File: src/rtl/pipe_adder_pkg.sv
// Shared definitions for the pipelined adder/subtractor: op encoding,
// default geometry and the derived stage count.
package pipe_adder_pkg;

  localparam logic OP_ADD = 1'b0;
  localparam logic OP_SUB = 1'b1;

  localparam int DEFAULT_WIDTH = 16;
  localparam int DEFAULT_CHUNK = 4;

  function automatic int num_stages(input int width, input int chunk);
    return width / chunk;
  endfunction

endpackage

File: src/rtl/pipe_adder_sub_adder_stage.sv
// One CHUNK-wide combinational ripple slice. Also exposes the carry into
// the slice MSB so the top stage can derive signed overflow.
module adder_stage #(
  parameter int CHUNK = 4
) (
  input  logic [CHUNK-1:0] a,
  input  logic [CHUNK-1:0] b,
  input  logic             ci,
  output logic [CHUNK-1:0] s,
  output logic             co,
  output logic             c_msb
);

  logic [CHUNK:0] c;

  assign c[0] = ci;

  for (genvar gi = 0; gi < CHUNK; gi++) begin : g_bit
    assign s[gi]    = a[gi] ^ b[gi] ^ c[gi];
    assign c[gi+1]  = (a[gi] & b[gi]) | (c[gi] & (a[gi] ^ b[gi]));
  end

  assign co    = c[CHUNK];
  assign c_msb = c[CHUNK-1];

endmodule

File: src/rtl/pipe_adder_sub.sv
// Pipelined WIDTH-bit adder/subtractor, one register stage per CHUNK-bit
// carry slice, with valid/ready handshake and global stall on backpressure.
module pipe_adder_sub
  import pipe_adder_pkg::*;
#(
  parameter int WIDTH = DEFAULT_WIDTH,
  parameter int CHUNK = DEFAULT_CHUNK
) (
  input  logic             clk,
  input  logic             rst_n,
  input  logic             in_valid,
  output logic             in_ready,
  input  logic [WIDTH-1:0] A,
  input  logic [WIDTH-1:0] B,
  input  logic             cin,
  input  logic             op,
  output logic             out_valid,
  input  logic             out_ready,
  output logic [WIDTH-1:0] S,
  output logic             cout,
  output logic             ovf,
  output logic             zero
);

  localparam int STAGES = num_stages(WIDTH, CHUNK);
  localparam int LAST   = STAGES - 1;

  logic             advance;

  logic             valid_reg [STAGES];
  logic [WIDTH-1:0] sum_reg   [STAGES];
  logic [WIDTH-1:0] a_reg     [STAGES];
  logic [WIDTH-1:0] b_reg     [STAGES];
  logic             carry_reg [STAGES];
  logic             ovf_reg;
  logic             zero_reg;

  logic             valid_in   [STAGES];
  logic [WIDTH-1:0] a_in       [STAGES];
  logic [WIDTH-1:0] b_in       [STAGES];
  logic [WIDTH-1:0] sum_in     [STAGES];
  logic             carry_in   [STAGES];
  logic [WIDTH-1:0] sum_next   [STAGES];
  logic             carry_next [STAGES];
  logic             msb_carry  [STAGES];
  logic [CHUNK-1:0] slice_sum  [STAGES];

  for (genvar gi = 0; gi < STAGES; gi++) begin : g_stage
    if (gi == 0) begin : g_first
      // Subtraction is folded in here: B and the borrow are inverted once.
      assign valid_in[gi] = in_valid;
      assign a_in[gi]     = A;
      assign b_in[gi]     = (op == OP_SUB) ? ~B : B;
      assign carry_in[gi] = (op == OP_SUB) ? ~cin : cin;
      assign sum_in[gi]   = '0;
    end else begin : g_chain
      assign valid_in[gi] = valid_reg[gi-1];
      assign a_in[gi]     = a_reg[gi-1];
      assign b_in[gi]     = b_reg[gi-1];
      assign carry_in[gi] = carry_reg[gi-1];
      assign sum_in[gi]   = sum_reg[gi-1];
    end

    adder_stage #(.CHUNK(CHUNK)) u_stage (
      .a     (a_in[gi][gi*CHUNK +: CHUNK]),
      .b     (b_in[gi][gi*CHUNK +: CHUNK]),
      .ci    (carry_in[gi]),
      .s     (slice_sum[gi]),
      .co    (carry_next[gi]),
      .c_msb (msb_carry[gi])
    );

    // Bits at and above this slice are still zero in the skewed sum.
    assign sum_next[gi] = sum_in[gi] | (WIDTH'(slice_sum[gi]) << (gi*CHUNK));
  end

  assign advance   = !valid_reg[LAST] || out_ready;
  assign in_ready  = advance;
  assign out_valid = valid_reg[LAST];
  assign S         = sum_reg[LAST];
  assign cout      = carry_reg[LAST];
  assign ovf       = ovf_reg;
  assign zero      = zero_reg;

  always_ff @(posedge clk or negedge rst_n) begin
    if (!rst_n) begin
      for (int k = 0; k < STAGES; k++) begin
        valid_reg[k] <= 1'b0;
        sum_reg[k]   <= '0;
        a_reg[k]     <= '0;
        b_reg[k]     <= '0;
        carry_reg[k] <= 1'b0;
      end
      ovf_reg  <= 1'b0;
      zero_reg <= 1'b0;
    end else if (advance) begin
      for (int k = 0; k < STAGES; k++) begin
        valid_reg[k] <= valid_in[k];
        sum_reg[k]   <= sum_next[k];
        a_reg[k]     <= a_in[k];
        b_reg[k]     <= b_in[k];
        carry_reg[k] <= carry_next[k];
      end
      ovf_reg  <= carry_next[LAST] ^ msb_carry[LAST];
      zero_reg <= (sum_next[LAST] == '0);
    end
  end

endmodule

File: config.mk
export PLATFORM = sky130hd
export DESIGN_NAME = pipe_adder_sub
export DESIGN_NICKNAME = d
export VERILOG_FILES = /design/src/rtl/pipe_adder_pkg.sv /design/src/rtl/pipe_adder_sub_adder_stage.sv /design/src/rtl/pipe_adder_sub.sv
export SDC_FILE = /design/constraint.sdc
export NUM_CORES = 1
export LEC_CHECK = 0
export ABC_AREA = 1
export CAP_MARGIN = 30
export CORE_UTILIZATION = 40
export DETAILED_ROUTE_END_ITERATION = 10
export DONT_BUFFER_PORTS = 1
export HOLD_SLACK_MARGIN = 0.03
export PLACE_DENSITY_LB_ADDON = 0.3
export SYNTH_ARGS = -nofsm -noshare
export SYNTH_HDL_FRONTEND = slang
export SYNTH_SLANG_ARGS = --single-unit
export TNS_END_PERCENT = 50
File: constraint.sdc
create_clock -name clk -period 2.1 [get_ports clk]
set_input_delay 0.42 -clock clk [delete_from_list [all_inputs] [get_ports clk]]
set_output_delay 0.42 -clock clk [all_outputs]
set_load 0.005 [all_outputs]
# After elaboration in Yosys (flattened, before gate mapping)

Cells that the tools add are included.
Widths: inputs -> output; s select.

Bits in registers: 158
Bits in latches: 0
RAM bits: 0
Bits in read-only memories: 0
Output and inout port bits: 21
Memories kept: 0

Add/sub/neg operators: 0
Multiply operators: 0
Div/mod/pow operators: 0
$lt $le $gt $ge: 0
Equality and inequality tests: 0
Shift operators: 0
Mux-type cells: 2
Bitwise logic cells: 86
Reductions and logical operators: 3

Operators with widths:

| kind             | number |
|---|---|
| $xor 1x1->1      | 33 |
| $and 1x1->1      | 32 |
| $logic_not 16->1 | 1 |
| $mux 16          | 1 |
| $not 16->16      | 1 |
| $or 1x1->1       | 16 |
| $or 16x12->16    | 1 |
| $or 16x16->16    | 1 |
| $or 4x8->8       | 1 |
| $logic_not 1->1  | 1 |
| $logic_or 1x1->1 | 1 |
| $mux 1           | 1 |
| $not 1->1        | 1 |

# Depth between registers and ports, before layout

Gate-level depths: netlist (run 1).

Word-level depth: 11
Mapped depth: 11
Gate-level depth less buffers: 11

# By module

A second synthesis (run 1) with hierarchy kept.

Cell total of the unflattened synthesis: 462
Area, all modules: 4307.9 sq um

Modules (own cells, without submodules):

| module         | instances | cells each | area an instance (sq um) |
|---|---|---|---|
| pipe_adder_sub | 1         | 414        | 3867.5 |
| adder_stage    | 4         | 12         | 110.1 |

# Worst setup path before layout (run 1)

OpenSTA, ideal clock, no wires.

Path type: input -> register
From: in op
To: reg sum_reg, in the netlist sum_in[35]
Setup time: 117 ps
Arrival: 2431 ps
Path slack: -448 ps
Cell stages on the path: 11
Cells stage by stage: buf_4 -> buf_8 -> xor2_1 -> fa_1 -> fa_1 -> inv_1 -> fa_1 -> inv_1 -> fa_1 -> nand2_1 -> nand2_1

Cells in the longest elaborated chain, start to end: 9
Elaborated cells between the ends (all ways): 16

RTL lines:

| item                              | RTL line                         | RTL |
|---|---|---|
| start, declared                   | pipe_adder_sub.sv:16             | `input logic op,` |
| $mux 16                           | pipe_adder_sub.sv:53             | `assign b_in[gi] = (op == OP_SUB) ? ~B : B;` |
| $xor 1x1->1                       | pipe_adder_sub_adder_stage.sv:20 | `assign c[gi+1] = (a[gi] & b[gi]) \| (c[gi] & (a[gi] ^ b[gi]));` |
| $and 1x1->1                       | pipe_adder_sub_adder_stage.sv:20 |  |
| $or 1x1->1                        | pipe_adder_sub_adder_stage.sv:20 |  |
| $and 1x1->1                       | pipe_adder_sub_adder_stage.sv:20 |  |
| $or 1x1->1                        | pipe_adder_sub_adder_stage.sv:20 |  |
| $and 1x1->1                       | pipe_adder_sub_adder_stage.sv:20 |  |
| $or 1x1->1                        | pipe_adder_sub_adder_stage.sv:20 |  |
| $xor 1x1->1 *                     | pipe_adder_sub_adder_stage.sv:19 | `assign s[gi] = a[gi] ^ b[gi] ^ c[gi];` |
| named net g_stage[0].u_stage.s[3] | pipe_adder_sub_adder_stage.sv:9  | `output logic [CHUNK-1:0] s,` |
| end signal, assigned by index     | pipe_adder_sub.sv:99             | `sum_reg[k] <= sum_next[k];` |
| end, declared                     | pipe_adder_sub.sv:31             | `logic [WIDTH-1:0] sum_reg [STAGES];` |

The timed path passes the listed nets; every way through them passes the cells marked *.
A chain may end at the register's enable or synchronous reset.

# Final worst setup path (run 1)

From: reg a_reg, in the netlist a_in[12]
To: reg zero_reg, in the netlist zero

Cells in the longest elaborated chain, start to end: 10
Elaborated cells between the ends (all ways): 14

RTL lines:

| item                            | RTL line                                                           | RTL |
|---|---|---|
| start, declared                 | pipe_adder_sub.sv:32                                               | `logic [WIDTH-1:0] a_reg [STAGES];` |
| start signal, assigned by index | pipe_adder_sub.sv:100                                              | `a_reg[k] <= a_in[k];` |
| $xor 1x1->1                     | pipe_adder_sub_adder_stage.sv:19, pipe_adder_sub_adder_stage.sv:20 |  |
| $and 1x1->1                     | pipe_adder_sub_adder_stage.sv:20                                   |  |
| $or 1x1->1                      | pipe_adder_sub_adder_stage.sv:20                                   |  |
| $and 1x1->1                     | pipe_adder_sub_adder_stage.sv:20                                   |  |
| $or 1x1->1                      | pipe_adder_sub_adder_stage.sv:20                                   |  |
| $and 1x1->1                     | pipe_adder_sub_adder_stage.sv:20                                   |  |
| $or 1x1->1                      | pipe_adder_sub_adder_stage.sv:20                                   |  |
| $xor 1x1->1                     | pipe_adder_sub_adder_stage.sv:19                                   |  |
| $or 16x16->16 *                 | pipe_adder_sub.sv:74                                               | `assign sum_next[gi] = sum_in[gi] \| (WIDTH'(slice_sum[gi]) << (gi*CHUNK));` |
| $logic_not 16->1 *              | pipe_adder_sub.sv:105                                              | `zero_reg <= (sum_next[LAST] == '0);` |
| end signal, assigned            | pipe_adder_sub.sv:105                                              |  |
| end, declared                   | pipe_adder_sub.sv:36                                               | `logic zero_reg;` |

Every way passes the cells marked *; elsewhere a longest branch is shown, timed or not.

==> results of run 1 <==
[layout by cell type, fill, tap and decap left out, types with 2 or more instances in the layout]
master | synthesis | routed
clkbuf_8 | 0 | 12
o21ai_0 | 43 | 41
dfrtp_1 | 98 | 98
nand3_1 | 2 | 2
inv_1 | 43 | 35
fa_1 | 16 | 7
nand2_1 | 161 | 161
o21ai_1 | 22 | 24
xnor2_1 | 13 | 13
nor2_1 | 11 | 11
buf_12 | 0 | 2
inv_2 | 1 | 9
xor2_1 | 5 | 4
clkinv_2 | 0 | 2
fa_2 | 0 | 9
buf_4 | 9 | 4
[per-layer routing]
metal | vias to the layer above | track usage, % | share of wire (%)
li1 | 1322 | - | -
met1 | 1218 | 22.1 | 51
met2 | 51 | 22.1 | 42
met3 | 15 | 2.74 | 3.8
met4 | 0 | 8.45 | 2.5
met5 | - | 0 | 0
[area by class of cell]
| class | count | area, µm² |
|---|---|---|
| Clock buffer | 12 | 165 |
| Clock inverter | 4 | 48.8 |
| Fill cell | 1022 | 5750 |
| Inverter | 44 | 165 |
| Multi-Input combinational cell | 274 | 1500 |
| Sequential cell | 98 | 2450 |
| Tap cell | 136 | 170 |
| Timing Repair Buffer | 6 | 70.1 |
[worst max-delay path by stage]
| stage | from | endpoint | cells after the start |
|---|---|---|---|
| finish | a_in[12] | zero | 11 |
| global placement | a_in[12] | zero | 11 |
| floorplan | op | sum_in[35] | 11 |
| global route | a_in[12] | zero | 11 |
| detailed placement | a_in[12] | zero | 11 |
| CTS | a_in[12] | zero | 11 |
[kinds of logic after synthesis]
group / Yosys count / share of synthesized area, %
AND/OR/NAND/NOR: 175 / 15.7
XOR/XNOR: 18 / 3.71
buffers and inverters: 67 / 7.74
adder cells (fa/ha/maj): 16 / 7.53
AO/OA/AOI/OAI: 65 / 7.65
flip-flops: 98 / 57.7
[through the flow]
stage / instance area [µm²] / power [mW] / worst slack, ns
2_1_floorplan: 4270 / 4.72 / -0.358
3_3_place_gp: 4330 / 5.12 / -0.159
3_5_place_dp: 4330 / 5.21 / -0.226
4_1_cts: 4550 / 6.53 / -0.123
5_1_grt: 4570 / 7.12 / -0.187
6_report: 4570 / 6.46 / -0.0984
[cell usage after synthesis]
cell type,number
inv_1,43
nor2_4,1
fa_1,16
o21ai_1,22
clkbuf_1,2
nor2_1,11
inv_2,1
xnor2_1,13
buf_8,1
buf_4,9
o21ai_0,43
dfrtp_1,98
xor2_1,5
nand2_1,161
nand3_1,2
buf_2,8
buf_6,3
[power by group]
part           switching, mW  internal (mW)  total [mW]
registers              0.482           2.71        3.20
logic                   1.18          0.804        1.99
clock network          0.633          0.646        1.28
[repair_timing]
item | 4_1_cts | 5_1_grt
hold endpoints to repair | 98 | 98
setup buffers | 0 | 1
setup endpoints to repair | 5 | 5
resized for setup | 7 | 9
pin swaps | 0 | 4
gates cloned | 0 | 0
==> flow_summary.yaml, run 1 <==
outcome:
  status: "complete, but fails checks"
  failed_checks: "negative hold slack, negative setup slack"
floorplan:
  die_area_um2: 11000
  dieWidth_um: 105
  core_area_um2: 10300
  initial_core_util_pct: 41.2
  fp-row-count: 37
  top_level_ports: 59
  die_y_um: 105
worst_setup_path:
  reg2reg_depth: 11
  worst-endpoint-arrival_ns: 2.46
  reg2reg_from: "a_in[12]"
  critical_path.top_delay_family: "adder cells"
  worst-path-buf-inv: 3
  cp_slowest_cell: "fa_1"
  required_ns: 2.36
  worstPathCellList: "inv_2, fa_2, inv_2, fa_2, fa_2, inv_2, fa_1, nand3_1, nor2_1, nand3_1, nand2_1"
  cp-end-kind: "flip-flop"
  crit_fanout: 2
  r2r-end: "zero"
  reg2reg_slack_ns: -0.1
  critPathMaxStageDelay_ns: 0.41
  cp-start-kind: "flip-flop"
  critPathKind: "flip-flop to flip-flop"
logic_synthesis:
  synth_cells: 439
  synthesis.nets: 493
  syn-cell-area_um2: 4250
  synth_seq_cells: 98
  synth_area_leaders: "dfrtp_1 (58%), nand2_1 (14%), fa_1 (7.5%), o21ai_0 (5.1%), inv_1 (3.8%)"
  synth_warnings: 0
  syn_avg_cell_area_um2: 9.68
  yosysSeqAreaShare_pct: 57.7
  synth_cell_type_count: 17
  yosysTopAreaCellShare_pct: 57.7
  yosysTopAreaCell: "dfrtp_1"
cells_and_area:
  area_delta_synth_final_pct: 7.53
  final_nets: 487
  final_util_pct: 44.3
  final_layout_size_suffix_gt1_share_pct: 9.59
  n_antenna_cell: 0
  fin_cells: 574
timing:
  holdWs_ns: -0.257
  tightest_slew_ns: 0.422
  hold_viol: 98
  period_minus_slack_ns: 2.20
  slew-limit-headroom_pct: 71.9
  worst_clock_skew_ns: 0.00819
  setup_viol: 2
  worst_slack_ns: -0.0984
  rsz0062_at_grt: "yes"
  max_freq_ghz: 0.455
  finalCritPeriodShare_pct: 105
  slew_viol_final: 0
  tns_ns: -0.127
global_routing:
  track_usage_pct: 15.4
  grt_first_pass_wirelength_um: 13100
  antenna_found_initial: 0
  grt_overflow: 0
  grt_pass1_vias: 2694
  grt_max_degree: 113
power_and_ir_drop:
  irDropWorstVdd_v: 0.000782
  power.density_nw_per_um2: 1410
  leakagePower_nw: 2.19
clock_network:
  cts_buffers: 9
  clkLatencyLatePin_ns: 0.36
  cts.clk_slew.worst_paths_ns: 0.09
  max-clock-path-buffers: 2
  cts_root_buffer: "clkbuf_8"
  ctsHtreeMaxLevel: 3
  cts_tree: "yes"
  clock_sinks: 98
routing:
  drt_pass1_iterations: 4
  ant_nets: 0
  drtIter0Drc: 89
  drc: 0
  routedWlPerCell_um: 13.1
  viasPerCell: 4.54
  num_vias: 2606
  routed_wl_um: 7520
placement:
  dpl.cell_count: 557
  port_buffers: 0
  hpwlAfterDp_um: 4930
  gp_congestion: 0.712
flow_run:
  max_cap_viol_count: 0
min_path:
  hold_class: "primary input to asynchronous set/reset pin"
(Power assumes the default switching activity.)
==> run 2: changes to the inputs <==
==> constraint.sdc (replaced) <==
create_clock -name clk -period 2.1 [get_ports clk]
set_input_delay 0.42 -clock clk [delete_from_list [all_inputs] [get_ports clk]]
set_output_delay 0.42 -clock clk [all_outputs]
set_load 0.05 [all_outputs]
==> flow_summary.yaml, run 2 (same netlist as run 1, synthesis figures left out) <==
worst_setup_path:
  reg2reg_from: "a_in[12]"
  cp-start-kind: "flip-flop"
  reg2reg_depth: 11
  critPathKind: "flip-flop to flip-flop"
  r2r-end: "zero"
  cp-end-kind: "flip-flop"
  reg2reg_slack_ns: -0.09
  required_ns: 2.35
  worst-endpoint-arrival_ns: 2.45
  crit_fanout: 2
timing:
  slew_viol_final: 0
  worst_clock_skew_ns: 0.0100
  slew-limit-headroom_pct: 64.1
  period_minus_slack_ns: 2.19
  hold_viol: 98
  worst_slack_ns: -0.0925
  tightest_slew_ns: 0.538
  finalCritPeriodShare_pct: 104
  rsz0062_at_grt: "yes"
  max_freq_ghz: 0.456
  setup_viol: 2
  holdWs_ns: -0.250
cells_and_area:
  fill_cells: 1010
  final_layout_size_suffix_gt1_share_pct: 8.68
  final_common_cell: "nand2_1"
  final_nets: 488
  n_antenna_cell: 0
  area_delta_synth_final_pct: 6.77
  final_cell_mix: "nand2_1 (161), dfrtp_1 (98), o21ai_0 (40)"
  final_cell_area_um2: 4540
global_routing:
  grt_first_pass_wirelength_um: 13200
  busiest_layer: "met1"
  grtUsageMet3_pct: 3.93
  antenna_found_initial: 0
  grt_overflow: 0
  met1_usage_pct: 23.1
  grt_max_degree: 113
  grt_use_met2_pct: 21.1
  grt_pass1_vias: 2674
  track_usage_pct: 15.3
clock_network:
  clock_sinks: 98
  cts.clk_slew.worst_paths_ns: 0.09
  clkLatencyLatePin_ns: 0.35
  cts_setup_buffers: 0
  cts_buffers: 9
  ctsHtreeMaxLevel: 3
  cts_root_buffer: "clkbuf_8"
  max-clock-path-buffers: 2
  cts_tree: "yes"
floorplan:
  fp-row-count: 37
  die_y_um: 105
  dieWidth_um: 105
  initial_core_util_pct: 41.2
  top_level_ports: 59
  die_area_um2: 11000
  core_area_um2: 10300
routing:
  drtIter0Drc: 127
  viasPerCell: 4.52
  ant_nets: 0
  routedWlPerCell_um: 12.8
  drc: 0
  routed_wl_um: 7340
  num_vias: 2592
  drt_pass1_iterations: 4
power_and_ir_drop:
  power.density_nw_per_um2: 1540
  irDropWorstVdd_v: 0.000675
  leakagePower_nw: 2.18
placement:
  gp_congestion: 0.717
  place_area_um2: 4340
  pre_cts_ws_ns: -0.221
  port_buffers: 0
  hpwlAfterDp_um: 4710
outcome:
  failed_checks: "negative hold slack, negative setup slack"
  status: "complete, but fails checks"
flow_run:
  max_cap_viol_count: 0
min_path:
  hold_class: "primary input to asynchronous set/reset pin"
## run 2: changes by cell type in the layout (fill, tap and decap cells not counted), moves of 2 or more
cell | previous run | this run
clkbuf_8 | 12 | 9
buf_4 | 4 | 6
inv_2 | 9 | 6
inv_1 | 35 | 38
## run 2: metrics by stage
stage | instances | TNS (ns) | utilization (%) | power [mW]
4_1_cts | 574 | -0.253 | 43.9 | 7.03
3_3_place_gp | 559 | -0.380 | 42.0 | 5.75
2_1_floorplan | 439 | -0.922 | - | 5.34
6_report | 574 | -0.116 | 44.0 | 6.99
3_5_place_dp | 559 | -0.594 | 42.0 | 5.82
5_1_grt | 574 | -0.508 | 44.0 | 7.65
## run 2: worst max-delay path: stages, from the launching register on
cell and delay, ns:
dfrtp_1 0.39, inv_2 0.07, fa_2 0.20, inv_2 0.04, fa_2 0.33, fa_2 0.35, inv_2 0.06, fa_2 0.44
nand3_2 0.07, nor2_1 0.04, nand3_1 0.07, nand2_1 0.05
## run 2: per-layer routing
metal  share of wire (%)  vias up
li1                    -     1323
met1                  52     1212
met2                  43       49
met3                 4.2        8
met4                 1.1        0
met5                   0        -
## run 2: where the power goes
part / leakage, nW / switching (mW) / internal (mW) / total [mW]
sequential: 1.19 / 1.07 / 2.70 / 3.77
combinational: 0.892 / 1.25 / 0.805 / 2.05
clock: 0.0921 / 0.626 / 0.543 / 1.17
total: 2.18 / 2.94 / 4.05 / 6.99
## run 2: repair_timing
action	in CTS	in global routing
resized for setup	8	6
setup endpoints to repair	5	6
hold endpoints to repair	98	98
pin swaps	3	2
## run 2: worst max-delay path by stage
stage          startpoint          to  slack, ns  cells after the start
3_5_place_dp     a_in[12]        zero      -0.22                     11
3_3_place_gp     a_in[12]        zero      -0.16                     11
4_1_cts          a_in[12]        zero      -0.15                     11
6_report         a_in[12]        zero      -0.09                     11
2_1_floorplan          op  sum_in[35]      -0.36                     11
5_1_grt          a_in[12]        zero      -0.19                     11
## run 2: final cells by class
type,instances,area [µm²],area share (%)
Clock buffer,10,128,2.81
Clock inverter,5,56.3,1.24
Inverter,44,165,3.64
Multi-Input combinational cell,274,1500,33.1
Sequential cell,98,2450,54.0
Tap cell,136,170,3.75
Timing Repair Buffer,7,65.1,1.43
==> patch 1: new RTL, config.mk and constraints of run 1 <==
Reset style: synchronous (`rst_n`), changed in one clocked block.
--- a/src/rtl/pipe_adder_sub.sv
+++ b/src/rtl/pipe_adder_sub.sv
@@ -82,7 +82,7 @@
   assign ovf       = ovf_reg;
   assign zero      = zero_reg;
 
-  always_ff @(posedge clk or negedge rst_n) begin
+  always_ff @(posedge clk) begin
     if (!rst_n) begin
       for (int k = 0; k < STAGES; k++) begin
         valid_reg[k] <= 1'b0;
Behaviour: differs if rst_n is asserted again (counterexample within 4 cycles, from zero or initial values and one cycle with rst_n low); with rst_n held inactive, the same outputs for 10 cycles.
==> patch 1 against run 1 <==
The flow finishes with violations (setup timing). Synthesized cell count down 17%. Via count decreased by 17%. Core utilization rose by 1.6 points. Die area is 1.3% higher. Sequential cell count stayed put. Global-route usage down 3.8 points. Worst setup slack worse by 0.094 ns. Hold slack better by 0.45 ns. Synthesized area grew 1.3%. Routed wire length fell by 21%. Cell area up 4.1%. Critical path type unchanged.
Power is not compared: it rests on default switching activity, and its combinational part moved more than twofold at a synthesized area within 25%.
==> patch 1: results <==
[outcome]
status = "finished with violations"
violations = "setup timing"

[synth]
synthTopCellsByArea = "edfxtp_1, inv_1, nor2_1, fa_1, dfxtp_1"
synth_fa_ha_area_frac = 0.0744
ys_seq_area_frac = 0.665
synth_edf_count = 90
synth_compound_area_frac = 0.00784

[layout]
drive_gt1_frac = 0.142
nFillCells = 970
final_nets = 423

[sta]
hold_slack_ns = 0.195
worst_pin_slew_ns = 0.694
setup_ws_ns = -0.192
skew_ns = 0.0102
setup_violations = 5

[critical_path]
cpPeakStageDelay_ns = 0.55
crit_start = "a_reg[0][44]$_SDFFCE_PN0P_"
slowest_stage = "fa_2"
worst_ep_arrival_time_ns = 2.54

[global_route]
use_met3 = 0.0247
use_met1 = 0.148
grtUsageTotal = 0.116
grt_max_degree = 57

[worst_hold_path]
min-delay-path-class = "in2reg"

[route]
drt-initial-drc-count = 53
wl_per_cell_um = 11.7

[place]
gp_congestion = 0.707
dpl.hpwl_um = 4140
-- patch 1: report_power, final --
group	internal [mW]	switching, mW
registers	2.28	0.0551
logic	0.132	0.176
clock network	0.796	0.636
total	3.21	0.868
-- patch 1: through the flow --
stage	cell area, µm²	instances	setup slack (ns)	TNS (ns)	util
6_report	4760	510	-0.192	-0.355	0.459
3_3_place_gp	4490	494	-0.211	-0.858	0.433
2_1_floorplan	4350	363	-0.420	-31.10	-
3_5_place_dp	4490	494	-0.270	-1.17	0.433
4_1_cts	4740	510	-0.210	-0.443	0.457
5_1_grt	4760	510	-0.265	-0.859	0.459
-- patch 1: timing repair --
| action | in CTS | in global routing |
|---|---|---|
| cloned | 0 | 0 |
| gates resized for setup | 7 | 7 |
| setup endpoints to repair | 6 | 6 |
| endpoints found under the hold margin | 0 | 0 |
| pin swaps | 2 | 2 |
-- patch 1: layer usage --
metal  part of all wire  vias to the layer above
met4              0.018                        0
met5                  0                        -
met3              0.030                       10
met1               0.45                     1007
met2               0.50                       49
li1                   -                     1097
-- patch 1: kinds of logic (layout without fill, tap and decap cells) --
family          Yosys count  in the layout
simple gates            116            116
buf+inv                 109            120
flops                    98             98
xor+xnor                 18             18
fa+ha+maj                16             16
compound gates            6              6
-- patch 1: layout make-up --
cell class                      instances  area share
Sequential cell                        98       0.602
Multi-Input combinational cell        156       0.218
Inverter                               97      0.0800
Tap cell                              136      0.0358
Clock buffer                           10      0.0268
Clock inverter                          6      0.0242
Timing Repair Buffer                    7      0.0137
==> patch 2: new RTL, flow settings as in run 1 <==
Made on the original files. Set the package constant `DEFAULT_WIDTH` to 8 (it was 16).
--- a/src/rtl/pipe_adder_pkg.sv
+++ b/src/rtl/pipe_adder_pkg.sv
@@ -5,7 +5,7 @@
   localparam logic OP_ADD = 1'b0;
   localparam logic OP_SUB = 1'b1;
 
-  localparam int DEFAULT_WIDTH = 16;
+  localparam int DEFAULT_WIDTH = 8;
   localparam int DEFAULT_CHUNK = 4;
 
   function automatic int num_stages(input int width, input int chunk);
Ports: changed (resized A, B and S); port bits go from 59 to 35. The function was not compared with the original's and may differ.
==> patch 2 against run 1 <==
The run ends with setup timing left. Power decreased by 79%. Synthesized cell count is 70% lower. Cell area fell by 69%. Sequential cell count shrank 72. Worst setup slack improved by 0.040 ns. Routed wire length fell by 71%. Synthesized area down 69%. Sequential share of layout area fell by 8.2 points. Critical path type unchanged. Largest cell class unchanged.
==> patch 2: results <==
[outcome]
status = "finished with violations"
violations = "setup timing"

[clock_network]
clk_latency_ns = 0.31
clk_pin_slew_ns = 0.13
clock-root-buffer = "clkbuf_4"
cts_max_level = 1
cts_buffers = 3

[place]
dpl.hpwl_um = 1590
placed_cells = 175
gp_congestion = 0.701
pre_cts_ws_ns = -0.204
place_area_um2 = 1360

[synth]
synth.distinct_cells = 15
ys_top_cells_by_count = "nand2_1, dfrtp_1, inv_1, fa_1, o21ai_0"
ys_seq_area_frac = 0.497
syn_inst = 133
synthTopCellsByArea = "dfrtp_1, nand2_1, fa_1, inv_1, o21ai_2"
async_flop_share = 1.00
yosys_warnings = 0
syn-num-nets = 163
synth_flop_cell = "dfrtp_1"

[critical_path]
worst_ep_arrival_time_ns = 2.39
crit_start = "carry_in[0]$_DFFE_PN0P_"
worstSetupEndpoint = "zero$_DFFE_PN0P_"

[layout]
drive_gt1_frac = 0.197
final_nets = 168

[sta]
setup_tns_ns = -0.0989
skew_ns = 0.00719
setup_violations = 2
setup_ws_ns = -0.0581
slew_headroom = 0.718

[global_route]
grt_pass1_vias = 789
grtUsageTotal = 0.142
grt_max_degree = 30
grt_pass1_wl_um = 3620

[route]
wl_um = 2200
vias = 806
vias_per_cell = 4.45
drt-initial-drc-count = 24

[worst_hold_path]
min-delay-path-class = "in2reg"

[pwr]
irDropWorstVdd_mv = 0.268
p_leak_nw = 0.679
[patch 2: through the flow]
stage | hold slack, ns | util
after floorplan | 0.124 | -
after global placement | 0.125 | 0.441
after detailed placement | 0.125 | 0.441
after CTS | 0.194 | 0.465
after global routing | 0.211 | 0.465
final | 0.204 | 0.465
[patch 2: area by class of cell]
| cell class | instances | area (µm²) |
|---|---|---|
| inverters | 16 | 60.1 |
| multi-input cells | 85 | 569 |
| repair buffers | 6 | 60.1 |
| flip-flops and latches | 26 | 651 |
| fillers | 286 | 1650 |
| clock buffers | 4 | 36.3 |
| well taps | 44 | 55.1 |
[patch 2: routing by layer]
layer	track usage	share of wire	vias to the layer above
li1	-	-	400
met5	0	0	-
met2	0.218	0.46	29
met1	0.188	0.46	373
met4	0.0918	0.024	0
met3	0.0197	0.052	4
[patch 2: what timing repair did]
item,4_1_cts,5_1_grt
setup buffers,0,0
setup endpoints to repair,3,3
gates resized for setup,6,0
pin swaps,2,1
endpoints found under the hold margin,26,0
hold buffers,2,0
[patch 2: power breakdown]
group | switching, mW | internal, mW | total, mW | leakage (nW)
sequential | 0.0999 | 0.634 | 0.733 | 0.314
clock | 0.139 | 0.106 | 0.245 | 0.0210
combinational | 0.203 | 0.161 | 0.364 | 0.344
total | 0.442 | 0.900 | 1.34 | 0.679
[patch 2: how the worst min path moves through the flow]
stage,from,end,slack [ns],cells past startpoint
detailed placement,rst_n,S[3]$_DFFE_PN0P_,0.13,0
floorplan,rst_n,S[0]$_DFFE_PN0P_,0.12,0
finish,A[6],a_in[6]$_DFFE_PN0P_,0.20,2
global placement,rst_n,S[3]$_DFFE_PN0P_,0.13,0
CTS,A[6],a_in[6]$_DFFE_PN0P_,0.19,2
global route,A[7],a_in[7]$_DFFE_PN0P_,0.21,2
[patch 2: cell families after synthesis]
family / count (synthesis) / share of synthesized area
compound gates: 16 / 0.0783
buf+inv: 22 / 0.0840
simple gates: 51 / 0.152
xor+xnor: 10 / 0.0669
flops: 26 / 0.497
fa+ha+maj: 8 / 0.122
[patch 2: critical path, cell delays in order, from the launching register on]
cell     delay (ns)
dfrtp_1        0.38
inv_1          0.08
fa_1           0.16
inv_1          0.05
fa_2           0.35
fa_2           0.37
inv_2          0.06
fa_1           0.39
inv_1          0.07
nor2_2         0.04
nand2_1        0.07
nand2_1        0.04
